===== config.mk =====
export PLATFORM = sky130hd
export DESIGN_NAME = dahb_lsu_ctrl
export DESIGN_NICKNAME = d
export VERILOG_FILES = /design/src/rtl/dahb_lsu_ctrl.sv
export SDC_FILE = /design/constraint.sdc
export NUM_CORES = 1
export LEC_CHECK = 0
export CAP_MARGIN = 20
export CORE_ASPECT_RATIO = 0.8
export CORE_MARGIN = 3
export CORE_UTILIZATION = 35
export DETAILED_ROUTE_END_ITERATION = 8
export GPL_TIMING_DRIVEN = 0
export PLACE_DENSITY = 0.81
export SETUP_SLACK_MARGIN = 0.1
export SYNTH_ARGS = -nofsm -noshare
export SYNTH_HDL_FRONTEND = slang
export SYNTH_SLANG_ARGS = --single-unit

===== constraint.sdc =====
create_clock -name cpu_clk -period 1.9 [get_ports cpu_clk]
set_clock_uncertainty 0.2 [all_clocks]
set_input_delay 0.475 -clock cpu_clk [delete_from_list [all_inputs] [get_ports cpu_clk]]
set_output_delay 0.475 -clock cpu_clk [all_outputs]
set_load 0.005 [all_outputs]

===== src/rtl/dahb_lsu_ctrl.sv =====
// Load/store front-end between the core memory stage and the DAHB master:
// pushes aligned requests into the transaction buffer, stalls for loads and extends load data.
module dahb_lsu_ctrl #(
   parameter int ADDR_WIDTH     = 32,
   parameter int DATA_WIDTH     = 32,
   parameter int TIMEOUT_CYCLES = 1023,
   parameter int TMR_WIDTH      = 10
) (
   input  logic                  cpu_clk,
   input  logic                  cpu_reset,
   input  logic                  mem_req,
   input  logic                  mem_we,
   input  logic [2:0]            mem_funct3,
   input  logic [ADDR_WIDTH-1:0] mem_addr,
   input  logic [DATA_WIDTH-1:0] mem_wdata,
   output logic                  mem_stall,
   output logic [DATA_WIDTH-1:0] load_rdata,
   output logic                  load_rdata_valid,
   output logic                  load_fault,
   output logic                  misalign_err,
   output logic                  DAHB_access,
   output logic [2:0]            DAHB_size,
   output logic                  DAHB_rd0_wr1,
   output logic [DATA_WIDTH-1:0] DAHB_write_data,
   output logic [ADDR_WIDTH-1:0] DAHB_addr,
   input  logic                  DAHB_trans_buffer_full,
   input  logic [DATA_WIDTH-1:0] DAHB_read_data,
   input  logic                  DAHB_read_data_valid
);

   typedef enum logic [1:0] {IDLE, WAIT_LOAD, RESP} state_t;

   state_t                state;
   logic [1:0]            lane;
   logic [2:0]            funct3_q;
   logic [TMR_WIDTH-1:0]  timer;
   logic                  fault;
   logic                  misaligned;
   logic                  idle_req;
   logic [7:0]            rd_byte;
   logic [15:0]           rd_half;
   logic [DATA_WIDTH-1:0] load_ext;

   // Unknown funct3 encodings fall into the misaligned path so they are dropped.
   always_comb begin
      misaligned = 1'b1;
      case (mem_funct3)
         3'b000, 3'b100: misaligned = 1'b0;
         3'b001, 3'b101: misaligned = mem_addr[0];
         3'b010:         misaligned = |mem_addr[1:0];
         default:        misaligned = 1'b1;
      endcase
   end

   assign idle_req     = (state == IDLE) && mem_req;
   assign misalign_err = idle_req && misaligned;
   assign DAHB_access  = idle_req && !misaligned && !DAHB_trans_buffer_full;
   assign mem_stall    = (state == WAIT_LOAD) ||
                         (idle_req && !misaligned && (DAHB_trans_buffer_full || !mem_we));

   assign DAHB_size    = {1'b0, mem_funct3[1:0]};
   assign DAHB_rd0_wr1 = mem_we;
   assign DAHB_addr    = mem_addr;

   always_comb begin
      DAHB_write_data = '0;
      if (mem_we) begin
         case (mem_funct3[1:0])
            2'b00:   DAHB_write_data = {4{mem_wdata[7:0]}};
            2'b01:   DAHB_write_data = {2{mem_wdata[15:0]}};
            default: DAHB_write_data = mem_wdata;
         endcase
      end
   end

   assign rd_byte = DAHB_read_data[{lane, 3'b000} +: 8];
   assign rd_half = DAHB_read_data[{lane[1], 4'b0000} +: 16];

   always_comb begin
      load_ext = DAHB_read_data;
      case (funct3_q[1:0])
         2'b00:   load_ext = {{(DATA_WIDTH-8){!funct3_q[2] && rd_byte[7]}}, rd_byte};
         2'b01:   load_ext = {{(DATA_WIDTH-16){!funct3_q[2] && rd_half[15]}}, rd_half};
         default: load_ext = DAHB_read_data;
      endcase
   end

   assign load_rdata_valid = (state == RESP) && !fault;
   assign load_fault       = (state == RESP) && fault;

   always_ff @(posedge cpu_clk or posedge cpu_reset) begin
      if (cpu_reset) begin
         state      <= IDLE;
         timer      <= '0;
         load_rdata <= '0;
         lane       <= '0;
         funct3_q   <= '0;
         fault      <= 1'b0;
      end else begin
         case (state)
            IDLE: begin
               fault <= 1'b0;
               if (DAHB_access && !mem_we) begin
                  lane     <= mem_addr[1:0];
                  funct3_q <= mem_funct3;
                  timer    <= '0;
                  state    <= WAIT_LOAD;
               end
            end
            WAIT_LOAD: begin
               timer <= timer + 1'b1;
               // Data arriving on the final timeout cycle still wins over the fault.
               if (DAHB_read_data_valid) begin
                  load_rdata <= load_ext;
                  fault      <= 1'b0;
                  state      <= RESP;
               end else if (timer == TMR_WIDTH'(TIMEOUT_CYCLES - 1)) begin
                  load_rdata <= '0;
                  fault      <= 1'b1;
                  state      <= RESP;
               end
            end
            RESP:    state <= IDLE;
            default: state <= IDLE;
         endcase
      end
   end

endmodule


Yosys cells after proc, flatten, opt, wreduce, memory -nomap -nowiden
Cells that the tools add are included.
{ "classes": {"div": 0, "n_eq_ne": 11, "reduce_logical": 31, "addsub": 1, "order_cmp": 0, "multipliers": 0, "bitwise_logic": 0, "shifts": 2, "mux": 15} }
{ "ops": {"columns": ["cell", "count"], "rows": [
  ["$pmux 32 s2", 2],
  ["$mux 32", 3],
  ["$shiftx 32x6->16", 1],
  ["$shiftx 32x6->8", 1],
  ["$pmux 10 s2", 1],
  ["$add 10x1->10 const B", 1],
  ["$eq 10x10->1 const B", 1],
  ["$logic_and 1x1->1", 10],
  ["$mux 10", 1],
  ["$reduce_and 2->1", 5],
  ["$eq 2x1->1 const B", 3],
  ["$eq 3x3->1 const B", 2],
  ["$logic_not 2->1", 3],
  ["$mux 2", 3],
  ["$reduce_or 2->1", 3],
  ["$logic_not 1->1", 5],
  ["$pmux 2 s2", 1],
  ["$reduce_bool 2->1", 2],
  ["$eq 3x1->1 const B", 1],
  ["$eq 3x2->1 const B", 1],
  ["$logic_not 3->1", 1],
  ["$ne 3x2->1 const B", 1],
  ["$pmux 1 s3", 1],
  ["$eq 2x2->1 const B", 1],
  ["other kinds (4)", 6]
]} }
{ "word_totals": {"memories": 0, "output_inout_bits": 105, "latch_bits": 0, "rom_bits": 0, "ramBits": 0, "wordCells": 66, "regBits": 50} }

Logic depth before layout (Yosys ltp)
Gate-level depths: netlist (run 1).
{ "logic_depth": {"depth_word": 9, "ltp_mapped": 7, "ltp_nobuf": 6} }

Worst setup path after synthesis (run 1)
Ideal clock, no wire load.
{ "synth_path": {"path_kind": "input port to output port", "from": "in mem_funct3[1]", "to": "out DAHB_write_data[19]", "path_stages": 4, "t_arrival_ns": 1.405, "setup_slack_ns": -0.180, "path_cell_list": "clkbuf_1 > clkbuf_1 > mux2i_1 > nor2b_1"} }
{ "synth_via": {"elab_chain_cells": 3} }
{ "synth_rtl": {"columns": ["element", "line", "source"], "rows": [
  ["start, declared", "13", "input logic [2:0] mem_funct3,"],
  ["$eq 2x1->1 or $logic_not 2->1 (tied branches)", "68", "case (mem_funct3[1:0])"],
  ["$pmux 32 s2 *", "68", null],
  ["$mux 32 *", "67", "if (mem_we) begin"],
  ["end, declared", "24", "output logic [DATA_WIDTH-1:0] DAHB_write_data,"]
]} }
Mark *: on every way between the ends. The rest lies on a longest branch, timed or not.

Final worst setup path (run 1)
{ "layout_path": {"from": "in mem_addr[0]", "to": "out DAHB_access"} }
{ "layout_via": {"elab_chain_cells": 5} }
{ "layout_rtl": {"columns": ["element", "line", "source"], "rows": [
  ["start, declared", "14", "input logic [ADDR_WIDTH-1:0] mem_addr,"],
  ["$reduce_or 2->1", "50", "3'b010: misaligned = |mem_addr[1:0];"],
  ["$pmux 1 s3 *", "47", "case (mem_funct3)"],
  ["$logic_not 1->1 *", "57", "assign DAHB_access = idle_req && !misaligned && !DAHB_trans_buffer_full;"],
  ["$logic_and 1x1->1 * (2 in series)", "57", null],
  ["end, declared", "21", "output logic DAHB_access,"]
]} }
Marked as above.

==> results of run 1 <==
[repair_timing]
item                       4_1_cts  5_1_grt
setup endpoints to repair      122       80
hold buffers                     0        0
resized for setup              332      110
pin swaps                       38       34
setup buffers                   50       28
cloned                           3        0
[sequential cells by signal (all words and copies together), names as in the netlist]
register and flops:
load_rdata 32, timer 10, funct3_q 3, lane 2, state 2, fault 1
[routing by layer]
layer  wire length (µm)  part of all wire, %  global-route usage, %
met1               6720                   41                   32.9
met3               1020                  6.2                   3.61
met5                  0                    0                      0
met2               8260                   51                   42.1
met4                314                  1.9                   2.82
[cell families (layout without fill, tap and decap cells)]
logic type / count (synthesis) / after routing / synth area share (%)
other: 1 / 1 / 0.103
muxes: 38 / 38 / 10.8
adders and majority gates: 2 / 2 / 0.690
buffers and inverters: 83 / 344 / 14.2
AOI/OAI and AO/OA: 104 / 104 / 21.9
xor gates and xnor gates: 1 / 1 / 0.242
DFF: 50 / 50 / 34.5
and+or+nand+nor: 114 / 114 / 17.6
[final cells by class]
cell class | count | area share (%)
Clock buffer | 6 | 1.87
Timing Repair Buffer | 254 | 33.6
Multi-Input combinational cell | 260 | 33.2
Clock inverter | 2 | 0.546
Sequential cell | 50 | 18.3
Tap cell | 136 | 2.47
Buffer | 63 | 8.77
Inverter | 19 | 1.22
[critical path: cells and delay by family]
family,cells,cell delay [ps]
buffers and inverters,3,340
AND/OR/NAND/NOR,4,610
[stage by stage]
| step | setup TNS (ps) | instances |
|---|---|---|
| 3_5_place_dp | -64830 | 706 |
| 5_1_grt | -6930 | 790 |
| 2_1_floorplan | -368 | 393 |
| 3_3_place_gp | -61180 | 706 |
| 4_1_cts | -2500 | 766 |
| 6_report | -4510 | 790 |
[cell usage in the layout (no fill, tap or decap), drive strengths merged, types with 10 or more instances in the layout]
master / n
nand2: 27
nor2: 17
clkdlybuf4s50: 67
o21ai: 26
clkdlybuf4s15: 10
nor3: 10
dfrtp: 50
a221o: 16
mux2i: 30
dlygate4sd2: 57
a21oi: 10
buf: 165
nor2b: 19
inv: 16
clkbuf: 22
and2: 17
[worst paths after layout]
check / cells after the start / startpoint / to / slack [ps]
worst min register to register: 1 / load_rdata[4]$_DFFE_PP0P_ / load_rdata[4]$_DFFE_PP0P_ / 310
worst max register to register: 6 / timer[4]$_DFFE_PP0P_ / load_rdata[23]$_DFFE_PP0P_ / -130
min in group asynchronous: 2 / cpu_reset / timer[8]$_DFFE_PP0P_ / 380
max in group asynchronous: 3 / cpu_reset / load_rdata[24]$_DFFE_PP0P_ / 580
worst max-delay path: 7 / mem_addr[0] / DAHB_access / -200
worst min-delay path: 2 / mem_addr[1] / lane[1]$_DFFE_PP0P_ / 280
[power groups by stage]
stage	sequential [mW]	clock (mW)	combinational, mW
2_1_floorplan	1.67	0	0.936
3_3_place_gp	1.70	0	2.07
6_report	1.75	1.04	2.47
4_1_cts	1.68	1.03	2.10
3_5_place_dp	1.70	0	2.12
5_1_grt	1.77	1.08	2.63
==> results.ini, run 1 <==
[run_status]
status=finished with violations
violations=setup timing

[placed_design]
pre_cts_slack_ps=-1100
hpwl_mm=9.83
placed_area_um2=5640
portBuffers=177
gp_congestion=0.803

[final_layout]
diodes=0
final_cell_area_um2=6880
fillers=736
area_growth_pct=89.5
post-route-util_pct=69.8
drive_gt1_share_pct=42.5
layout.area.seq_um2=1260
multi_input_area_um2=2280
nNetsFinal=760

[clock_network]
cts_tree=built
clk_latency_ps=290
clock-sinks=50
cts.path.max_buffers=2
root_buffer=clkbuf_16
htreeDepth=2
clkSlewWorstSetupHoldPaths_ps=80
cts_buffers=5

[floorplan]
ios=210
coreArea_um2=9850
dieWidth_um=120
start_util_pct=36.8
rows=32
fp.dieArea_um2=11600
floorplan.die.height_um=97.1

[synthesis]
ys.flop_type=dfrtp_1
yosysWarningCount=0
synth_top_cell_by_area=dfrtp_1
synth_cell_types=62
ys_seq_elements=50
synth_edf_count=0
synth_fp_nets=500
synth_common_cells=50 x dfrtp_1, 37 x buf_4, 30 x mux2i_1
ys_seq_area_share_pct=34.5
synth_area_um2=3630
avgSynthCellArea_um2=9.23
netlist_instances=393
ys_async_sr_fraction_pct=100
yosys.cell_count.top_type=dfrtp_1
netlist.area_leader.share_pct=34.5
synth.area.top_cells=dfrtp_1 34%, mux2i_1 8.3%, buf_4 7.7%

[global_routing]
grt_overflow=0
grt_antenna_before_repair=0
grt_usage_pct=24.2
grt_max_degree=51
grt_pass1_vias=4140
grt_first_pass_wirelength_mm=23.0

[sta]
final_hold_viol_count=0
fin_ws_ps=-200
drv_slew=0
whs_ps=277
fin_crit_sh_pct=111
worst_pin_slew_ps=575
min_period_ps=2100
finalSetupViolations=53
fmax_mhz=476
rsz0062_at_grt=true
slew_headroom_pct=61.6

[power]
seqPwrFrac_pct=33.2
pwr-share-clk_pct=19.7
powerDensity_nw_per_um2=764
p_leak_nw=3.30
peakVddDrop_uv=502
total_power_mw=5.25
switching_share_pct=33.8
intPower_mw=3.48
comb_power_share_pct=47.0
power.switching_mw=1.77

[critical_path]
crit_fanout=3
critPathLaunchType=input pin
crit_path_end_kind=output pin
cp_data_required_time_ps=1220
cp_slowest_cell=nor4_4
path_cells=buf_12 > nor4_4 > or2_4 > buf_6 > nand2_4 > nor2_4 > buf_2
critPathKind=in -> out
slowest_delay_ps=290
crit_arrival_ps=1420

[drt]
via_per_inst=5.47
finalWirelength_mm=16.3
drt_iter0_drc=363
postRouteAntennaNets=0
dr.pass1.iters=5
drc_errors=0
wl_per_cell_um=20.7
vias=4322

[run]
drv_cap=0

[hold_path]
hold_path_class=in -> reg

Note: power is estimated with default switching activity, not from simulation.
==> inputs of run 2 (changes only) <==
--- a/config.mk
+++ b/config.mk
@@ -8,10 +8,12 @@
 export CAP_MARGIN = 20
 export CORE_ASPECT_RATIO = 0.8
 export CORE_MARGIN = 3
-export CORE_UTILIZATION = 35
+export CORE_UTILIZATION = 36
+export CTS_BUF_LIST = sky130_fd_sc_hd__clkbuf_4 sky130_fd_sc_hd__clkbuf_8
+export CTS_CLUSTER_SIZE = 20
 export DETAILED_ROUTE_END_ITERATION = 8
 export GPL_TIMING_DRIVEN = 0
-export PLACE_DENSITY = 0.81
+export PLACE_DENSITY = 0.83
 export SETUP_SLACK_MARGIN = 0.1
 export SYNTH_ARGS = -nofsm -noshare
 export SYNTH_HDL_FRONTEND = slang
==> run 2 against run 1 <==
Against the previous run:
- the flow still finishes with violations (setup timing)
- non-clock buffer count is 4 lower
- critical endpoint is now DAHB_write_data[8]
- worst hold slack worse by 31 ps
- sequential power is 2% lower
- first-iteration DRC count is 32% lower
- via count is 2.1% lower
- utilization is 1.2 points lower
- final area is 2.9% lower
- count of clock-buffer cells in the layout is 1 lower
- flip-flop and latch count stayed put
- fmax is 1.2% lower
==> results.ini, run 2 (synthesis results as in run 1) <==
[final_layout]
final_cell_mix=92 x buf_4, 68 x clkdlybuf4s50_1, 61 x dlygate4sd2_1, 45 x dfrtp_1, 34 x buf_2  ; was 83 x buf_4, 67 x clkdlybuf4s50_1, 57 x dlygate4sd2_1, 43 x dfrtp_1, 34 x buf_2
nNetsFinal=756  ; was 760
post-route-util_pct=68.6  ; was 69.8%
area_growth_pct=84.0  ; was 89.5%
reg.largest.list=load_rdata x32, timer x10, funct3_q x3  ; unchanged
diodes=0  ; unchanged
fillers=741  ; was 736
multi_input_area_um2=2200  ; was 2280 µm²
largest_register_ffs=32  ; unchanged
drive_gt1_share_pct=40.0  ; was 42.5%
layout.area.seq_um2=1260  ; about the same
final_common_cell=buf_4  ; unchanged
largest-register=load_rdata  ; unchanged

[placed_design]
gp_congestion=0.836  ; was 0.803
pre_cts_slack_ps=-1140  ; was -1100 ps
hpwl_mm=9.93  ; was 9.83 mm
portBuffers=177  ; unchanged

[floorplan]
coreArea_um2=9730  ; was 9850 µm²
floorplan.die.height_um=95.8  ; was 97.1 µm
ios=210  ; unchanged
rows=32  ; unchanged
fp.dieArea_um2=11300  ; was 11600 µm²
dieWidth_um=118  ; was 120 µm
start_util_pct=37.3  ; was 36.8%

[critical_path]
timing.rr.start=timer[5]$_DFFE_PP0P_  ; was timer[4]$_DFFE_PP0P_
r2r_setup_slack_ps=-110  ; was -130 ps
endpoint=DAHB_write_data[8]  ; was DAHB_access
cpMostUsedCell=buf_12
crit_path_end_kind=output pin  ; unchanged
reg2reg_to=load_rdata[31]$_DFFE_PP0P_  ; was load_rdata[23]$_DFFE_PP0P_
critPathLaunchType=input pin  ; unchanged
cp_data_required_time_ps=1220  ; about the same
crit_fanout=8  ; was 3
crit_path_start=mem_funct3[0]  ; was mem_addr[0]
critPathKind=in -> out  ; unchanged
crit_arrival_ps=1450  ; was 1420 ps
path_cells=buf_8 > buf_12 > buf_12 > nor2_4 > nand2_1 > a21boi_1 > buf_2  ; was buf_12 > nor4_4 > or2_4 > buf_6 > nand2_4 > nor2_4 > buf_2
slowest_delay_ps=200  ; was 290 ps
reg2reg_depth=6  ; unchanged
cp_slowest_cell=nor2_4  ; was nor4_4

[clock_network]
htreeDepth=2  ; unchanged
root_buffer=clkbuf_8  ; was clkbuf_16
clock-sinks=50  ; unchanged
cts_tree=built  ; unchanged
clkSlewWorstSetupHoldPaths_ps=110  ; was 80 ps
clk_latency_ps=320  ; was 290 ps
cts_buffers=5  ; unchanged
cts.path.max_buffers=2  ; unchanged

[drt]
finalWirelength_mm=16.0  ; was 16.3 mm
drc_errors=0  ; unchanged
vias=4233  ; was 4322
wl_per_cell_um=20.3  ; was 20.7 µm
postRouteAntennaNets=0  ; unchanged
via_per_inst=5.39  ; was 5.47
dr.pass1.iters=5  ; unchanged
drt_iter0_drc=246  ; was 363

[sta]
finalSetupViolations=55  ; was 53
drv_slew=0  ; unchanged
final_hold_viol_count=0  ; unchanged
fin_crit_sh_pct=112  ; was 111%
rsz0062_at_grt=true  ; unchanged
fmax_mhz=471  ; was 476 MHz
fin_ws_ps=-225  ; was -200 ps
whs_ps=246  ; was 277 ps
min_period_ps=2120  ; was 2100 ps

[power]
powerDensity_nw_per_um2=790  ; was 764 nW/µm²
total_power_mw=5.27  ; was 5.25 mW
seqPwrFrac_pct=32.4  ; was 33.2%
peakVddDrop_uv=536  ; was 502 µV
p_leak_nw=3.26  ; was 3.30 nW
power.switching_mw=1.78  ; was 1.77 mW
comb_power_share_pct=50.3  ; was 47.0%
switching_share_pct=33.7  ; was 33.8%
intPower_mw=3.50  ; was 3.48 mW
pwr-share-clk_pct=17.3  ; was 19.7%

[run_status]
status=finished with violations  ; unchanged
violations=setup timing  ; unchanged

[global_routing]
grt_antenna_before_repair=0  ; unchanged
grt_first_pass_wirelength_mm=22.0  ; was 23.0 mm
grt_max_degree=51  ; unchanged
grt_pass1_vias=4095  ; was 4140
grt_overflow=0  ; unchanged
grt_usage_pct=24.2  ; about the same

[run]
drv_cap=0  ; unchanged

[hold_path]
hold_path_class=in -> reg  ; unchanged
min_from=mem_addr[0]  ; was mem_addr[1]

## run 2: area by class of cell
class	count	share of cell area [%]
clock inverters	3	1.03
well taps	136	2.55
repair buffers	250	33.3
plain buffers	63	9.00
flip-flops and latches	50	18.8
multi-input cells	260	33.0
clock buffers	5	1.03
inverters	19	1.31
## run 2: how the worst min path moves through the flow
| stage | end | cells past startpoint |
|---|---|---|
| finish | lane[0]$_DFFE_PP0P_ | 2 |
| floorplan | fault$_DFFE_PP0P_ | 1 |
| detailed placement | load_rdata[6]$_DFFE_PP0P_ | 1 |
| global route | lane[0]$_DFFE_PP0P_ | 2 |
| CTS | lane[0]$_DFFE_PP0P_ | 2 |
| global placement | load_rdata[1]$_DFFE_PP0P_ | 1 |
## run 2: through the flow
| step | setup TNS (ps) | area, µm² | instances |
|---|---|---|---|
| detailed placement | -63230 | 5640 | 706 |
| global placement | -58780 | 5640 | 706 |
| global route | -6820 | 6670 | 786 |
| CTS | -3200 | 6340 | 768 |
| finish | -4490 | 6670 | 786 |
| floorplan | -368 | 3700 | 393 |
## run 2: power by group through the flow
stage                     Combinational (mW)  Clock [mW]  Sequential [mW]
after floorplan                        0.936           0             1.67
after global placement                  2.07           0             1.70
after detailed placement                2.12           0             1.70
after CTS                               2.32       0.918             1.68
after global routing                    2.81       0.964             1.74
final                                   2.65       0.912             1.71
## run 2: critical path: cells and delay by family
family / cells / cell delay (ps)
simple gates: 2 / 310
compound gates: 1 / 150
buf+inv: 4 / 510
## run 2: layer usage
metal	GRT usage, %	up-vias	wire length, µm
met4	7.41	0	532
met1	30.9	2067	6140
met3	4.64	57	1110
li1	-	1889	-
met5	0	-	0
met2	42.1	220	8160
## run 2: repair_timing
action / CTS / global route
setup buffers: 54 / 25
gates resized for setup: 348 / 63
hold buffers: 0 / 0
pin swaps: 58 / 28
endpoints found under the hold margin: 0 / 0
cloned: 2 / 0
endpoints found under the setup margin: 121 / 81
